**config.mk**
```make
export PLATFORM = sky130hd
export DESIGN_NAME = multicycle_ctrl_fsm_flat
export DESIGN_NICKNAME = d
export VERILOG_FILES = /design/src/rtl/rv_ctrl_pkg.sv /design/src/rtl/multicycle_ctrl_fsm_if.sv /design/src/rtl/mem_wait_watchdog.sv /design/src/rtl/multicycle_ctrl_fsm.sv /design/src/flat_wrapper.sv
export SDC_FILE = /design/constraint.sdc
export NUM_CORES = 1
export LEC_CHECK = 0
export ABC_AREA = 1
export BUFFER_PORTS_ARGS = -buffer_cell sky130_fd_sc_hd__buf_2
export CAP_MARGIN = 5
export CORE_ASPECT_RATIO = 0.6
export CORE_MARGIN = 5
export CORE_UTILIZATION = 30
export CTS_BUF_LIST = sky130_fd_sc_hd__clkbuf_16
export DETAILED_ROUTE_END_ITERATION = 6
export PLACE_DENSITY = 0.52
export SYNTH_ARGS = -nofsm -noshare
export SYNTH_HDL_FRONTEND = slang
export SYNTH_HIERARCHICAL = 1
export SYNTH_SLANG_ARGS = --single-unit
```
**constraint.sdc**
```tcl
create_clock -name clk -period 1.75 [get_ports clk]
set_clock_uncertainty 0.05 [all_clocks]
set_input_delay 0.35 -clock clk [delete_from_list [all_inputs] [get_ports clk]]
set_output_delay 0.35 -clock clk [all_outputs]
set_load 0.01 [all_outputs]
```
**src/rtl/rv_ctrl_pkg.sv**
```systemverilog
// Shared encodings for the RV32 control path: opcodes, ALU operand/op selects, sequencer states.
// Both the single-cycle decoder and the multi-cycle sequencer use these opcode constants.
package rv_ctrl_pkg;

  localparam logic [6:0] OP_R      = 7'b0110011;
  localparam logic [6:0] OP_I      = 7'b0010011;
  localparam logic [6:0] OP_LOAD   = 7'b0000011;
  localparam logic [6:0] OP_STORE  = 7'b0100011;
  localparam logic [6:0] OP_BRANCH = 7'b1100011;
  localparam logic [6:0] OP_CTZ    = 7'b1110011;

  localparam logic [1:0] ALU_OP_ADD    = 2'b00;
  localparam logic [1:0] ALU_OP_BRANCH = 2'b01;
  localparam logic [1:0] ALU_OP_FUNCT  = 2'b10;
  localparam logic [1:0] ALU_OP_CTZ    = 2'b11;

  localparam logic [1:0] SRC_A_RS1 = 2'b00;
  localparam logic [1:0] SRC_A_PC  = 2'b01;

  localparam logic [1:0] SRC_B_RS2  = 2'b00;
  localparam logic [1:0] SRC_B_FOUR = 2'b01;
  localparam logic [1:0] SRC_B_IMM  = 2'b10;

  typedef enum logic [2:0] {
    StIdle,
    StFetch,
    StDecode,
    StExecute,
    StMem,
    StWriteback,
    StBranch,
    StTrap
  } ctrl_state_e;

  typedef enum logic {
    CauseIllegal    = 1'b0,
    CauseMemTimeout = 1'b1
  } trap_cause_e;

  function automatic logic is_exec_opcode(logic [6:0] op);
    return (op == OP_R) || (op == OP_I) || (op == OP_LOAD) || (op == OP_STORE) ||
           (op == OP_CTZ);
  endfunction

endpackage

```
**src/rtl/multicycle_ctrl_fsm_if.sv**
```systemverilog
// Handshake between the multi-cycle sequencer (master) and the datapath/memory side (slave).
interface multicycle_ctrl_fsm_if;

  logic       run;
  logic [6:0] opcode;
  logic       branch_taken;
  logic       mem_ready;

  logic       mem_req;
  logic       mem_read;
  logic       mem_write;
  logic       ir_write;
  logic       pc_write;
  logic       pc_src;
  logic [1:0] alu_src_a;
  logic [1:0] alu_src_b;
  logic [1:0] alu_op;
  logic       mem_to_reg;
  logic       reg_write;
  logic       instr_done;
  logic       trap;
  logic       trap_cause;

  modport master (
    input  run, opcode, branch_taken, mem_ready,
    output mem_req, mem_read, mem_write, ir_write, pc_write, pc_src, alu_src_a, alu_src_b,
           alu_op, mem_to_reg, reg_write, instr_done, trap, trap_cause
  );

  modport slave (
    output run, opcode, branch_taken, mem_ready,
    input  mem_req, mem_read, mem_write, ir_write, pc_write, pc_src, alu_src_a, alu_src_b,
           alu_op, mem_to_reg, reg_write, instr_done, trap, trap_cause
  );

endinterface

```
**src/rtl/mem_wait_watchdog.sv**
```systemverilog
// Counts consecutive cycles a memory request waits on mem_ready; flags expiry at MaxWait.
module mem_wait_watchdog #(
  parameter int unsigned MaxWait = 16
) (
  input  logic clk_i,
  input  logic rst_i,
  input  logic active_i,
  input  logic mem_ready_i,
  output logic expired_o
);

  localparam int unsigned CntW = 8;
  localparam logic [CntW-1:0] Limit = CntW'(MaxWait);

  logic [CntW-1:0] count_q, count_d;

  // Outside a waiting state the count is held at zero, so entry into FETCH/MEM starts fresh.
  always_comb begin
    count_d = count_q;
    if (!active_i || mem_ready_i) begin
      count_d = '0;
    end else if (count_q != Limit) begin
      count_d = count_q + 1'b1;
    end
  end

  always_ff @(posedge clk_i or posedge rst_i) begin
    if (rst_i) begin
      count_q <= '0;
    end else begin
      count_q <= count_d;
    end
  end

  assign expired_o = active_i && !mem_ready_i && (count_q == Limit);

endmodule

```
**src/rtl/multicycle_ctrl_fsm.sv**
```systemverilog
// Multi-cycle RV32 sequencer: FETCH/DECODE/EXECUTE/MEM/WRITEBACK/BRANCH with sticky TRAP.
// Optional PERF_COUNTERS_EN adds cycle_count_o / instret_count_o.
module multicycle_ctrl_fsm
  import rv_ctrl_pkg::*;
#(
  parameter int unsigned MAX_WAIT = 16
) (
  input  logic        clk,
  input  logic        rst,
`ifdef PERF_COUNTERS_EN
  output logic [31:0] cycle_count_o,
  output logic [31:0] instret_count_o,
`endif
  multicycle_ctrl_fsm_if.master bus
);

  ctrl_state_e state_q, state_d;
  trap_cause_e trap_cause_q, trap_cause_d;

  logic       wd_expired;
  logic       mem_req, mem_read, mem_write, ir_write, pc_write, pc_src;
  logic [1:0] alu_src_a, alu_src_b, alu_op;
  logic       mem_to_reg, reg_write, instr_done;
  logic       is_load, is_store;
  logic       retire_next;

  assign is_load  = (bus.opcode == OP_LOAD);
  assign is_store = (bus.opcode == OP_STORE);

  mem_wait_watchdog #(
    .MaxWait(MAX_WAIT)
  ) u_watchdog (
    .clk_i      (clk),
    .rst_i      (rst),
    .active_i   ((state_q == StFetch) || (state_q == StMem)),
    .mem_ready_i(bus.mem_ready),
    .expired_o  (wd_expired)
  );

  // run is only consulted at instruction boundaries.
  assign retire_next = bus.run;

  always_comb begin
    state_d      = state_q;
    trap_cause_d = trap_cause_q;
    mem_req      = 1'b0;
    mem_read     = 1'b0;
    mem_write    = 1'b0;
    ir_write     = 1'b0;
    pc_write     = 1'b0;
    pc_src       = 1'b0;
    alu_src_a    = SRC_A_RS1;
    alu_src_b    = SRC_B_RS2;
    alu_op       = ALU_OP_ADD;
    mem_to_reg   = 1'b0;
    reg_write    = 1'b0;
    instr_done   = 1'b0;

    unique case (state_q)
      StIdle: begin
        if (bus.run) state_d = StFetch;
      end
      StFetch: begin
        mem_req   = 1'b1;
        mem_read  = 1'b1;
        alu_src_a = SRC_A_PC;
        alu_src_b = SRC_B_FOUR;
        if (bus.mem_ready) begin
          ir_write = 1'b1;
          pc_write = 1'b1;
          state_d  = StDecode;
        end else if (wd_expired) begin
          state_d      = StTrap;
          trap_cause_d = CauseMemTimeout;
        end
      end
      StDecode: begin
        // Branch target is computed here and parked in ALUOut.
        alu_src_a = SRC_A_PC;
        alu_src_b = SRC_B_IMM;
        if (bus.opcode == OP_BRANCH) begin
          state_d = StBranch;
        end else if (is_exec_opcode(bus.opcode)) begin
          state_d = StExecute;
        end else begin
          state_d      = StTrap;
          trap_cause_d = CauseIllegal;
        end
      end
      StExecute: begin
        case (bus.opcode)
          OP_R: begin
            alu_src_b = SRC_B_RS2;
            alu_op    = ALU_OP_FUNCT;
          end
          OP_I: begin
            alu_src_b = SRC_B_IMM;
            alu_op    = ALU_OP_FUNCT;
          end
          OP_LOAD, OP_STORE: begin
            alu_src_b = SRC_B_IMM;
            alu_op    = ALU_OP_ADD;
          end
          OP_CTZ: begin
            alu_src_b = SRC_B_RS2;
            alu_op    = ALU_OP_CTZ;
          end
          default: ;
        endcase
        state_d = (is_load || is_store) ? StMem : StWriteback;
      end
      StMem: begin
        mem_req   = 1'b1;
        mem_read  = is_load;
        mem_write = is_store;
        if (bus.mem_ready) begin
          if (is_load) begin
            state_d = StWriteback;
          end else begin
            instr_done = 1'b1;
            state_d    = retire_next ? StFetch : StIdle;
          end
        end else if (wd_expired) begin
          state_d      = StTrap;
          trap_cause_d = CauseMemTimeout;
        end
      end
      StWriteback: begin
        reg_write  = 1'b1;
        mem_to_reg = is_load;
        instr_done = 1'b1;
        state_d    = retire_next ? StFetch : StIdle;
      end
      StBranch: begin
        alu_src_a  = SRC_A_RS1;
        alu_src_b  = SRC_B_RS2;
        alu_op     = ALU_OP_BRANCH;
        pc_src     = 1'b1;
        pc_write   = bus.branch_taken;
        instr_done = 1'b1;
        state_d    = retire_next ? StFetch : StIdle;
      end
      StTrap: begin
        state_d = StTrap;
      end
      default: begin
        state_d = StIdle;
      end
    endcase
  end

  always_ff @(posedge clk or posedge rst) begin
    if (rst) begin
      state_q      <= StIdle;
      trap_cause_q <= CauseIllegal;
    end else begin
      state_q      <= state_d;
      trap_cause_q <= trap_cause_d;
    end
  end

  assign bus.mem_req    = mem_req;
  assign bus.mem_read   = mem_read;
  assign bus.mem_write  = mem_write;
  assign bus.ir_write   = ir_write;
  assign bus.pc_write   = pc_write;
  assign bus.pc_src     = pc_src;
  assign bus.alu_src_a  = alu_src_a;
  assign bus.alu_src_b  = alu_src_b;
  assign bus.alu_op     = alu_op;
  assign bus.mem_to_reg = mem_to_reg;
  assign bus.reg_write  = reg_write;
  assign bus.instr_done = instr_done;
  assign bus.trap       = (state_q == StTrap);
  assign bus.trap_cause = (state_q == StTrap) && (trap_cause_q == CauseMemTimeout);

`ifdef PERF_COUNTERS_EN
  logic [31:0] cycle_count_q, cycle_count_d;
  logic [31:0] instret_count_q, instret_count_d;

  // Both freeze in TRAP: no active cycles and no retirements occur there.
  always_comb begin
    cycle_count_d   = cycle_count_q;
    instret_count_d = instret_count_q;
    if ((state_q != StIdle) && (state_q != StTrap)) cycle_count_d = cycle_count_q + 32'd1;
    if (instr_done) instret_count_d = instret_count_q + 32'd1;
  end

  always_ff @(posedge clk or posedge rst) begin
    if (rst) begin
      cycle_count_q   <= '0;
      instret_count_q <= '0;
    end else begin
      cycle_count_q   <= cycle_count_d;
      instret_count_q <= instret_count_d;
    end
  end

  assign cycle_count_o   = cycle_count_q;
  assign instret_count_o = instret_count_q;
`endif

endmodule

```
**src/flat_wrapper.sv**
```systemverilog
// flat-port wrapper written by rule: the top's interface ports become plain ports
module multicycle_ctrl_fsm_flat import rv_ctrl_pkg::*;
#(
  parameter int unsigned MAX_WAIT = 16
)
  (clk, rst, bus_run, bus_opcode, bus_branch_taken, bus_mem_ready, bus_mem_req, bus_mem_read, bus_mem_write, bus_ir_write, bus_pc_write, bus_pc_src, bus_alu_src_a, bus_alu_src_b, bus_alu_op, bus_mem_to_reg, bus_reg_write, bus_instr_done, bus_trap, bus_trap_cause);
  multicycle_ctrl_fsm_if bus_i ();
  input  logic clk;
  input  logic rst;
  input wire logic [$bits(bus_i.run)-1:0] bus_run;
  input wire logic [$bits(bus_i.opcode)-1:0] bus_opcode;
  input wire logic [$bits(bus_i.branch_taken)-1:0] bus_branch_taken;
  input wire logic [$bits(bus_i.mem_ready)-1:0] bus_mem_ready;
  output wire logic [$bits(bus_i.mem_req)-1:0] bus_mem_req;
  output wire logic [$bits(bus_i.mem_read)-1:0] bus_mem_read;
  output wire logic [$bits(bus_i.mem_write)-1:0] bus_mem_write;
  output wire logic [$bits(bus_i.ir_write)-1:0] bus_ir_write;
  output wire logic [$bits(bus_i.pc_write)-1:0] bus_pc_write;
  output wire logic [$bits(bus_i.pc_src)-1:0] bus_pc_src;
  output wire logic [$bits(bus_i.alu_src_a)-1:0] bus_alu_src_a;
  output wire logic [$bits(bus_i.alu_src_b)-1:0] bus_alu_src_b;
  output wire logic [$bits(bus_i.alu_op)-1:0] bus_alu_op;
  output wire logic [$bits(bus_i.mem_to_reg)-1:0] bus_mem_to_reg;
  output wire logic [$bits(bus_i.reg_write)-1:0] bus_reg_write;
  output wire logic [$bits(bus_i.instr_done)-1:0] bus_instr_done;
  output wire logic [$bits(bus_i.trap)-1:0] bus_trap;
  output wire logic [$bits(bus_i.trap_cause)-1:0] bus_trap_cause;
  assign bus_i.run = bus_run;
  assign bus_i.opcode = bus_opcode;
  assign bus_i.branch_taken = bus_branch_taken;
  assign bus_i.mem_ready = bus_mem_ready;
  assign bus_mem_req = bus_i.mem_req;
  assign bus_mem_read = bus_i.mem_read;
  assign bus_mem_write = bus_i.mem_write;
  assign bus_ir_write = bus_i.ir_write;
  assign bus_pc_write = bus_i.pc_write;
  assign bus_pc_src = bus_i.pc_src;
  assign bus_alu_src_a = bus_i.alu_src_a;
  assign bus_alu_src_b = bus_i.alu_src_b;
  assign bus_alu_op = bus_i.alu_op;
  assign bus_mem_to_reg = bus_i.mem_to_reg;
  assign bus_reg_write = bus_i.reg_write;
  assign bus_instr_done = bus_i.instr_done;
  assign bus_trap = bus_i.trap;
  assign bus_trap_cause = bus_i.trap_cause;
  multicycle_ctrl_fsm #(.MAX_WAIT(MAX_WAIT)) u_core (.clk(clk), .rst(rst), .bus(bus_i));
endmodule
```
## Yosys cells after proc, flatten, opt, wreduce, memory -nomap -nowiden

Cells that the tools add are included.

- Divide/modulo/power cells: 0
- Equal/unequal tests: 20
- Add/sub/neg operators: 1
- Reductions and logical operators: 21
- $mul: 0
- Shifts and indexed selects: 0
- Bitwise operators: 0
- Order comparisons: 0
- Multiplexer cells: 34

Operator list:

| cell | number |
|---|---|
| two-way mux 3 bit | 7 |
| case mux 3 bit (7 select lines) | 1 |
| two-way mux 1 bit | 16 |
| two-way mux 8 bit | 2 |
| == test 7 x 6 -> 1 bit (second input constant) | 2 |
| == test 7 bit (second input constant) | 2 |
| == test 3 bit (second input constant) | 4 |
| adder 8 x 1 -> 8 bit (second input constant) | 1 |
| == test 8 x 5 -> 1 bit (second input constant) | 1 |
| != test 2 bit (second input constant) | 4 |
| != test 8 x 5 -> 1 bit (second input constant) | 1 |
| case mux 1 bit (2 select lines) | 4 |
| case mux 2 bit (2 select lines) | 2 |
| OR reduction 2 bit | 4 |
| == test 7 x 2 -> 1 bit (second input constant) | 1 |
| == test 7 x 5 -> 1 bit (second input constant) | 1 |
| logical OR 1 bit | 7 |
| == test 3 x 2 -> 1 bit (second input constant) | 2 |
| case mux 2 bit (3 select lines) | 1 |
| AND reduction 5 bit | 1 |
| nonzero test 2 bit | 2 |
| == test 3 x 1 -> 1 bit (second input constant) | 1 |
| logical AND 1 bit | 3 |
| zero test 3 bit | 1 |
| 4 further kinds | 5 |

- RAM bits: 0
- Bits in read-only memories: 0
- Output and inout port bits: 17
- Flip-flop bits (word level): 12
- Input port bits: 12
- Latch bits: 0
- Word-level logic and storage cells: 79
- Memories: 0

## Depth between registers and ports, before layout

Gate-level depths: netlist (run 1).

- Depth after elaboration: 8
- Mapped depth: 12
- Gate-level depth less buffers: 12

## Modules after synthesis

The synthesis (run 1) kept the hierarchy.

Modules (own cells, without submodules):

| module | area an instance (um^2) | cells each | sequential area each (um^2) | times used |
|---|---|---|---|---|
| multicycle_ctrl_fsm | 531.8 | 102 | 100.1 | 1 |
| mem_wait_watchdog | 528.0 | 73 | 200.2 | 1 |

## Worst setup path before layout (run 1)

Ideal clock, no wire load.

- Path type: register to register
- Start: register u_core.state_q[1]
- End: register u_core.state_q[0]
- Required time: 1,632 ps
- Data arrival time: 1,629 ps
- Stages on the path, launching flop included: 12
- Buffers on the path: 0
- Clock period less this slack: 1,747 ps
- Setup time: 68 ps
- Path slack: 3 ps
- Path through: dfrtp_1 inv_1 nand3_2 nand2_2 inv_1 nor2_4 inv_1 nor2_1 nor2_1 nor2_1 o21bai_1 nand3_1

- Cells in the longest elaborated chain, start to end: 7
- Elaborated cells on any way between the ends: 17
- Those cells by class: eq/ne: 8; mux: 4; reduce/logical: 5

Ends and longest elaborated chain:

| item | line | source |
|---|---|---|
| start: declaration | multicycle_ctrl_fsm.sv:17 | `ctrl_state_e state_q, state_d;` |
| start signal: assignment | multicycle_ctrl_fsm.sv:154 | `state_q <= StIdle;` |
| start signal: assignment | multicycle_ctrl_fsm.sv:157 | `state_q <= state_d;` |
| == test 3 x 1 -> 1 bit / == test 3 bit (equally long branches) | multicycle_ctrl_fsm.sv:35 | `.active_i ((state_q == StFetch) \|\| (state_q == StMem)),` |
| logical OR 1 bit * | multicycle_ctrl_fsm.sv:35 |  |
| logical AND 1 bit * (2 in series) | mem_wait_watchdog.sv:35 | `assign expired_o = active_i && !mem_ready_i && (count_q == Limit);` |
| via u_core.wd_expired | multicycle_ctrl_fsm.sv:20 | `logic wd_expired;` |
| two-way mux 3 bit * | n/a |  |
| two-way mux 3 bit (on tied branches) | n/a |  |
| case mux 3 bit (7 select lines) * | multicycle_ctrl_fsm.sv:59 | `unique case (state_q)` |

Mark *: on every way through the listed nets, which the timed path passes. The rest lies on a longest branch.
A chain may end at the register's enable or synchronous reset.

## Final worst setup path (run 1)

- Start: register u_core.state_q[0]
- End: output bus_mem_read

- Cells in the longest elaborated chain, start to end: 2
- Elaborated cells on any way between the ends: 3
- Those cells by class: eq/ne: 2; mux: 1

Ends and longest elaborated chain:

| item | line | source |
|---|---|---|
| == test 3 bit / == test 3 x 1 -> 1 bit (equally long branches) | multicycle_ctrl_fsm.sv:59 |  |
| case mux 1 bit (2 select lines) * | multicycle_ctrl_fsm.sv:59 |  |
| end: declaration | flat_wrapper.sv:15 | `output wire logic [$bits(bus_i.mem_read)-1:0] bus_mem_read;` |

Mark *: on every way between the ends. The rest lies on a longest branch, timed or not.

==> results.cfg, run 1 <==
[global_routing]
grtUsageTotal = 0.136
grt_max_degree = 10
grt_pass1_vias = 1038
grt_pass1_wl_mm = 5.24
grt_antenna_before_repair = 0
gr-total-overflow = 0

[place]
dp_slack_ps = 116
place_area_mm2 = 0.00133
numPortBuffers = 27
place_hpwl_mm = 2.51
gp_congestion = 0.899

[worst_setup_path]
cp.arrival_ps = 1330
critPathMaxFanout = 5
reg2reg_to = u_core/state_q[0]
r2r_start = u_core/state_q[0]
critical_path_class = flop to primary output
endpoint_kind = primary output
worstRegToRegCells = 11
crit_required_ps = 1350
cp-start-kind = flop
r2r_slack_ps = 150

[yosys]
synth.distinct_cells = 24
synth_seq_cells = 12
synthCells = 175
synth_top_area_share = 0.283
yosysMostFrequentCell = nand2_1
synthFlopType = dfrtp_1
synth_edf_count = 0
seq_area_frac_synth = 0.283
avgSynthCellArea_um2 = 6.06
async_flop_share = 1.00
synth_top_area_cell = dfrtp_1
yosys_warnings = 6
synthTopCellsByCount = nand2_1 (45), inv_1 (32), nor2_1 (27), nand3_1 (22), dfrtp_1 (12)
synth_nets = 189
netlist_area_mm2 = 0.00106
yosys-top-cells-area = dfrtp_1 (28%), nand2_1 (16%), inv_1 (11%)

[min_path]
hp-class = input port to flop
min_to = u_core/state_q[0]
hp-start = bus_run
whs_path_depth = 4

[sta]
layout_setup_ws_ps = 18.9
fin_tns_setup_ps = 0
setup_viol = 0
rsz0062_at_grt = yes
hold_viol = 0
period_share = 0.989
fmax_ghz = 0.578
fin_crit_ps = 1730
finalMaxSlewViolations = 0

[die]
die_h_um = 56.0
ios = 29
die-width_um = 86.7
start_util = 0.319
dieArea_mm2 = 0.00486
core-area_mm2 = 0.00332
rows = 16

[routing]
vias = 1204
dr.pass1.iters = 4
wl_per_cell_um = 11.8
antenna_left = 0
drt_iter0_markers = 71
drt_wl_total_mm = 3.16
via_per_inst = 4.49
drc = 0

[clock_tree]
cts_max_path_buffers = 2
cts_max_level = 1
path_clk_slew_ps = 40
clk_latency_ps = 240
clkSinkCount = 12
cts_root_buf = clkbuf_16
cts_tree = done
cts_buffers = 3

[pwr]
switching_share = 0.432
p_leak_nw = 0.842
pwr-share-seq = 0.197
p_total_mw = 2.07
p_clk_frac = 0.204
p_int_mw = 1.17
power_density_mw_per_mm2 = 1330
p_sw_uw = 892
ir_drop_uv = 766
p_comb_frac = 0.599

[run]
maxCapViolations = 0

[finish]
nets = 238
final_cell_area_mm2 = 0.00155
drive_gt1_frac = 0.372
antenna_cells = 0
syn2layout_area_growth_pct = 46.4

[run_status]
status = finished clean
routing by layer:
layer | up-vias | track usage | share of wire
li1 | 636 | - | -
met4 | 0 | 0.0133 | 0
met5 | - | 0 | 0
met3 | 0 | 0.0459 | 0.084
met2 | 35 | 0.156 | 0.35
met1 | 533 | 0.233 | 0.57
how the worst max path moves through the flow:
stage                            startpoint                 to  slack, ps  cells past startpoint
after floorplan           u_core/state_q[1]  u_core/state_q[0]          3                     11
after global placement        bus_opcode[3]     bus_instr_done        120                      8
after detailed placement      bus_opcode[3]     bus_instr_done        120                      8
after CTS                 u_core/state_q[0]       bus_mem_read       -0.9                      7
after global routing      u_core/state_q[0]       bus_mem_read        -50                      7
final                     u_core/state_q[0]       bus_mem_read         20                      7
worst max-delay path, cell delays in order, from the launching register on:
cell	delay [ps]
dfrtp_2	440
inv_2	100
nand3_2	100
buf_6	140
inv_4	50
nand3_2	70
nand2_1	70
buf_2	120
metrics by stage:
stage,utilization,std cells,hold WS (ps)
2_1_floorplan,-,175,66.1
6_report,0.467,268,407
3_5_place_dp,0.399,257,214
5_1_grt,0.467,268,432
4_1_cts,0.434,265,407
3_3_place_gp,0.399,257,222
timing repair:
| item | in CTS | in global routing |
|---|---|---|
| setup buffers | 3 | 3 |
| pin swaps | 0 | 3 |
| resized for setup | 3 | 28 |
| setup endpoints to repair | 7 | 13 |
| hold buffers | 1 | 0 |
| endpoints found under the hold margin | 4 | 0 |
power groups by stage:
| stage | Clock (mW) | Sequential (mW) | Combinational (mW) |
|---|---|---|---|
| after floorplan | 0 | 0.399 | 0.570 |
| after global placement | 0 | 0.399 | 1.00 |
| after detailed placement | 0 | 0.400 | 0.990 |
| after CTS | 0.434 | 0.392 | 1.06 |
| after global routing | 0.453 | 0.413 | 1.36 |
| final | 0.422 | 0.407 | 1.24 |
logic make-up after synthesis:
| group | share of synthesized area |
|---|---|
| XOR/XNOR | 0.00827 |
| AND/OR/NAND/NOR | 0.483 |
| flip-flops | 0.283 |
| buffers and inverters | 0.138 |
| adder cells (fa/ha/maj) | 0.0236 |
| AO/OA/AOI/OAI | 0.0602 |
| other | 0.00354 |
cell type report:
type                            instances  area, µm²
Fill cell                             357       1770
Multi-Input combinational cell        126        679
Sequential cell                        12        303
Timing Repair Buffer                   46        298
Inverter                               35        136
Clock buffer                            3       75.1
Tap cell                               45       56.3
Clock inverter                          1       3.75
state kept, by name, indices dropped and copies added, names as in the netlist:
| name | flops |
|---|---|
| u_core/u_watchdog/count_q | 8 |
| u_core/trap_cause_q | 1 |
| u_core/state_q | 3 |
placed cells by master, fill, tap and decap left out, types with 3 or more instances in the layout:
cell type / count
nand2_1: 42
inv_1: 29
buf_2: 26
nor2_1: 21
nand3_1: 17
buf_4: 15
dfrtp_1: 10
nand3_2: 7
nor2_2: 6
nand2_2: 5
nor2_4: 5
buf_6: 4
inv_2: 4
clkbuf_16: 3
a21oi_1: 3
Power figures use the tool's default switching activity.
==> run 2, diff against run 1 <==
- ABC_AREA: 1 -> unset
- CORE_ASPECT_RATIO: 0.6 -> 1.75
- PLACE_DENSITY: 0.52 -> 0.53
==> results.cfg, run 2 <==
[run_status]
status = complete, but fails checks
violations = setup timing

[worst_setup_path]
worstRegToRegCells = 8
reg2reg_to = u_core/state_q[0]
cp-startpoint = u_core/u_watchdog/count_q[0]
cp-start-kind = flop
r2r_slack_ps = -170
cp.arrival_ps = 1980
critPathMaxFanout = 2
critical_path_class = flop to flop
endpoint_kind = flop
crit_required_ps = 1810
r2r_start = u_core/u_watchdog/count_q[0]

[yosys]
synthTopCellsByCount = dfrtp_1 (12), nand2_1 (12), nor2_1 (11), a21oi_1 (10)
synth_edf_count = 0
avgSynthCellArea_um2 = 7.92
yosys-top-cells-area = dfrtp_1 (30%), a21oi_1 (5.0%), nand2_1 (4.5%)
synth.distinct_cells = 44
netlist_area_mm2 = 0.00101
seq_area_frac_synth = 0.299
synthFlopType = dfrtp_1
synthCells = 127
synth_top_area_share = 0.299
synth_seq_cells = 12
yosys_warnings = 6
async_flop_share = 1.00
synth_top_area_cell = dfrtp_1
synth_nets = 141

[die]
die_h_um = 86.6
rows = 28
core-area_mm2 = 0.00333
dieArea_mm2 = 0.00466
ios = 29
start_util = 0.302
die-width_um = 53.8

[finish]
mostFrequentLayoutCell = buf_4
syn2layout_area_growth_pct = 70.8
top_regs = u_core/u_watchdog/count_q x8, u_core/state_q x3, u_core/trap_cause_q x1
drive_gt1_frac = 0.529
final_cell_mix = buf_4 (27), buf_2 (24), nand2_1 (12), nor2_1 (10)
final_cells = 232
antenna_cells = 0
top_register = u_core/u_watchdog/count_q
nets = 202
largest_register_ffs = 8

[clock_tree]
cts_buffers = 3
cts_max_path_buffers = 2
cts_tree = done
cts_max_level = 1
clkSinkCount = 12
cts_root_buf = clkbuf_16
path_clk_slew_ps = 40
clk_latency_ps = 240

[pwr]
p_leak_nw = 0.809
p_total_mw = 2.25
ir_drop_uv = 650
power_density_mw_per_mm2 = 1310

[global_routing]
grtUsageTotal = 0.148
gr-total-overflow = 0
grt_antenna_before_repair = 0
grt_max_degree = 19
grt_pass1_wl_mm = 5.30
grt_pass1_vias = 1219

[routing]
drt_wl_total_mm = 3.34
via_per_inst = 5.13
dr.pass1.iters = 4
drt_iter0_markers = 26
vias = 1190
drc = 0
wl_per_cell_um = 14.4
antenna_left = 0

[place]
place_hpwl_mm = 2.59
placed_cells = 219
numPortBuffers = 27
gp_congestion = 0.777

[sta]
fmax_ghz = 0.521
hold_viol = 0
finalMaxSlewViolations = 0
layout_setup_ws_ps = -168
fin_crit_ps = 1920
rsz0062_at_grt = yes
setup_viol = 9
period_share = 1.10

[min_path]
min_to = u_core/state_q[0]
whs_path_depth = 3
hp-class = input port to flop
hp-start = bus_opcode[5]

[run]
maxCapViolations = 0
==> run 2: cells by family (layout without fill, tap and decap cells) <==
logic type                 Yosys count  in the layout  synth area share
other                                1              1           0.00373
buffers and inverters               13             73            0.0572
DFF                                 12             12             0.299
muxes                                2              2            0.0199
xor gates and xnor gates             2              2            0.0174
AOI/OAI and AO/OA                   32             32             0.208
adders and majority gates            2              2            0.0249
and+or+nand+nor                     63             63             0.371
==> run 2: how the worst max path moves through the flow <==
stage	end	slack, ps
floorplan	u_core/state_q[0]	-190
global placement	bus_instr_done	-190
detailed placement	bus_instr_done	-200
CTS	u_core/state_q[0]	-160
global route	u_core/state_q[2]	-230
finish	u_core/state_q[0]	-170
==> run 2: area by class of cell <==
type                            count  area, µm²
Sequential cell                    12        304
Clock buffer                        3       75.1
Multi-Input combinational cell    102        803
Fill cell                         316       1610
Clock inverter                      1       3.75
Timing Repair Buffer               62        449
Inverter                            7       26.3
Tap cell                           45       56.3
==> run 2: metal layers <==
| layer | vias to the layer above | share of wire | global-route usage |
|---|---|---|---|
| met2 | 29 | 0.58 | 0.289 |
| met1 | 579 | 0.35 | 0.143 |
| met4 | 0 | 0.022 | 0.0605 |
| li1 | 575 | - | - |
| met3 | 7 | 0.049 | 0.0224 |
| met5 | - | 0 | 0 |
==> run 2: repair_timing <==
item	CTS	global route
endpoints found under the hold margin	4	0
setup endpoints to repair	14	14
gates resized for setup	25	15
buffers inserted	7	5
hold buffers	1	0
pin swaps	5	6
==> run 2: worst max-delay path, cell delays in order (launching register included) <==
cell      delay (ps)
dfrtp_1          360
inv_2             50
ha_2             170
and4bb_2         220
and3_4           170
or2_4            230
o221a_4          260
o221ai_2         170
o221ai_2         110
==> run 2: where the power goes <==
group,switching [mW],total (mW),leakage (nW),internal [mW]
Sequential,0.0762,0.410,0.158,0.334
Clock,0.120,0.420,0.0385,0.301
Combinational,0.711,1.42,0.613,0.712
==> run 2: through the flow <==
stage / setup WS (ps) / utilization / setup TNS [ps] / hold slack, ps / area, µm²
final: -168 / 0.516 / -867 / 444 / 1720
after global routing: -227 / 0.516 / -1400 / 465 / 1720
after CTS: -163 / 0.497 / -877 / 452 / 1650
after detailed placement: -202 / 0.426 / -936 / 207 / 1420
after global placement: -189 / 0.426 / -688 / 213 / 1420
after floorplan: -186 / - / -186 / 66.1 / 1070
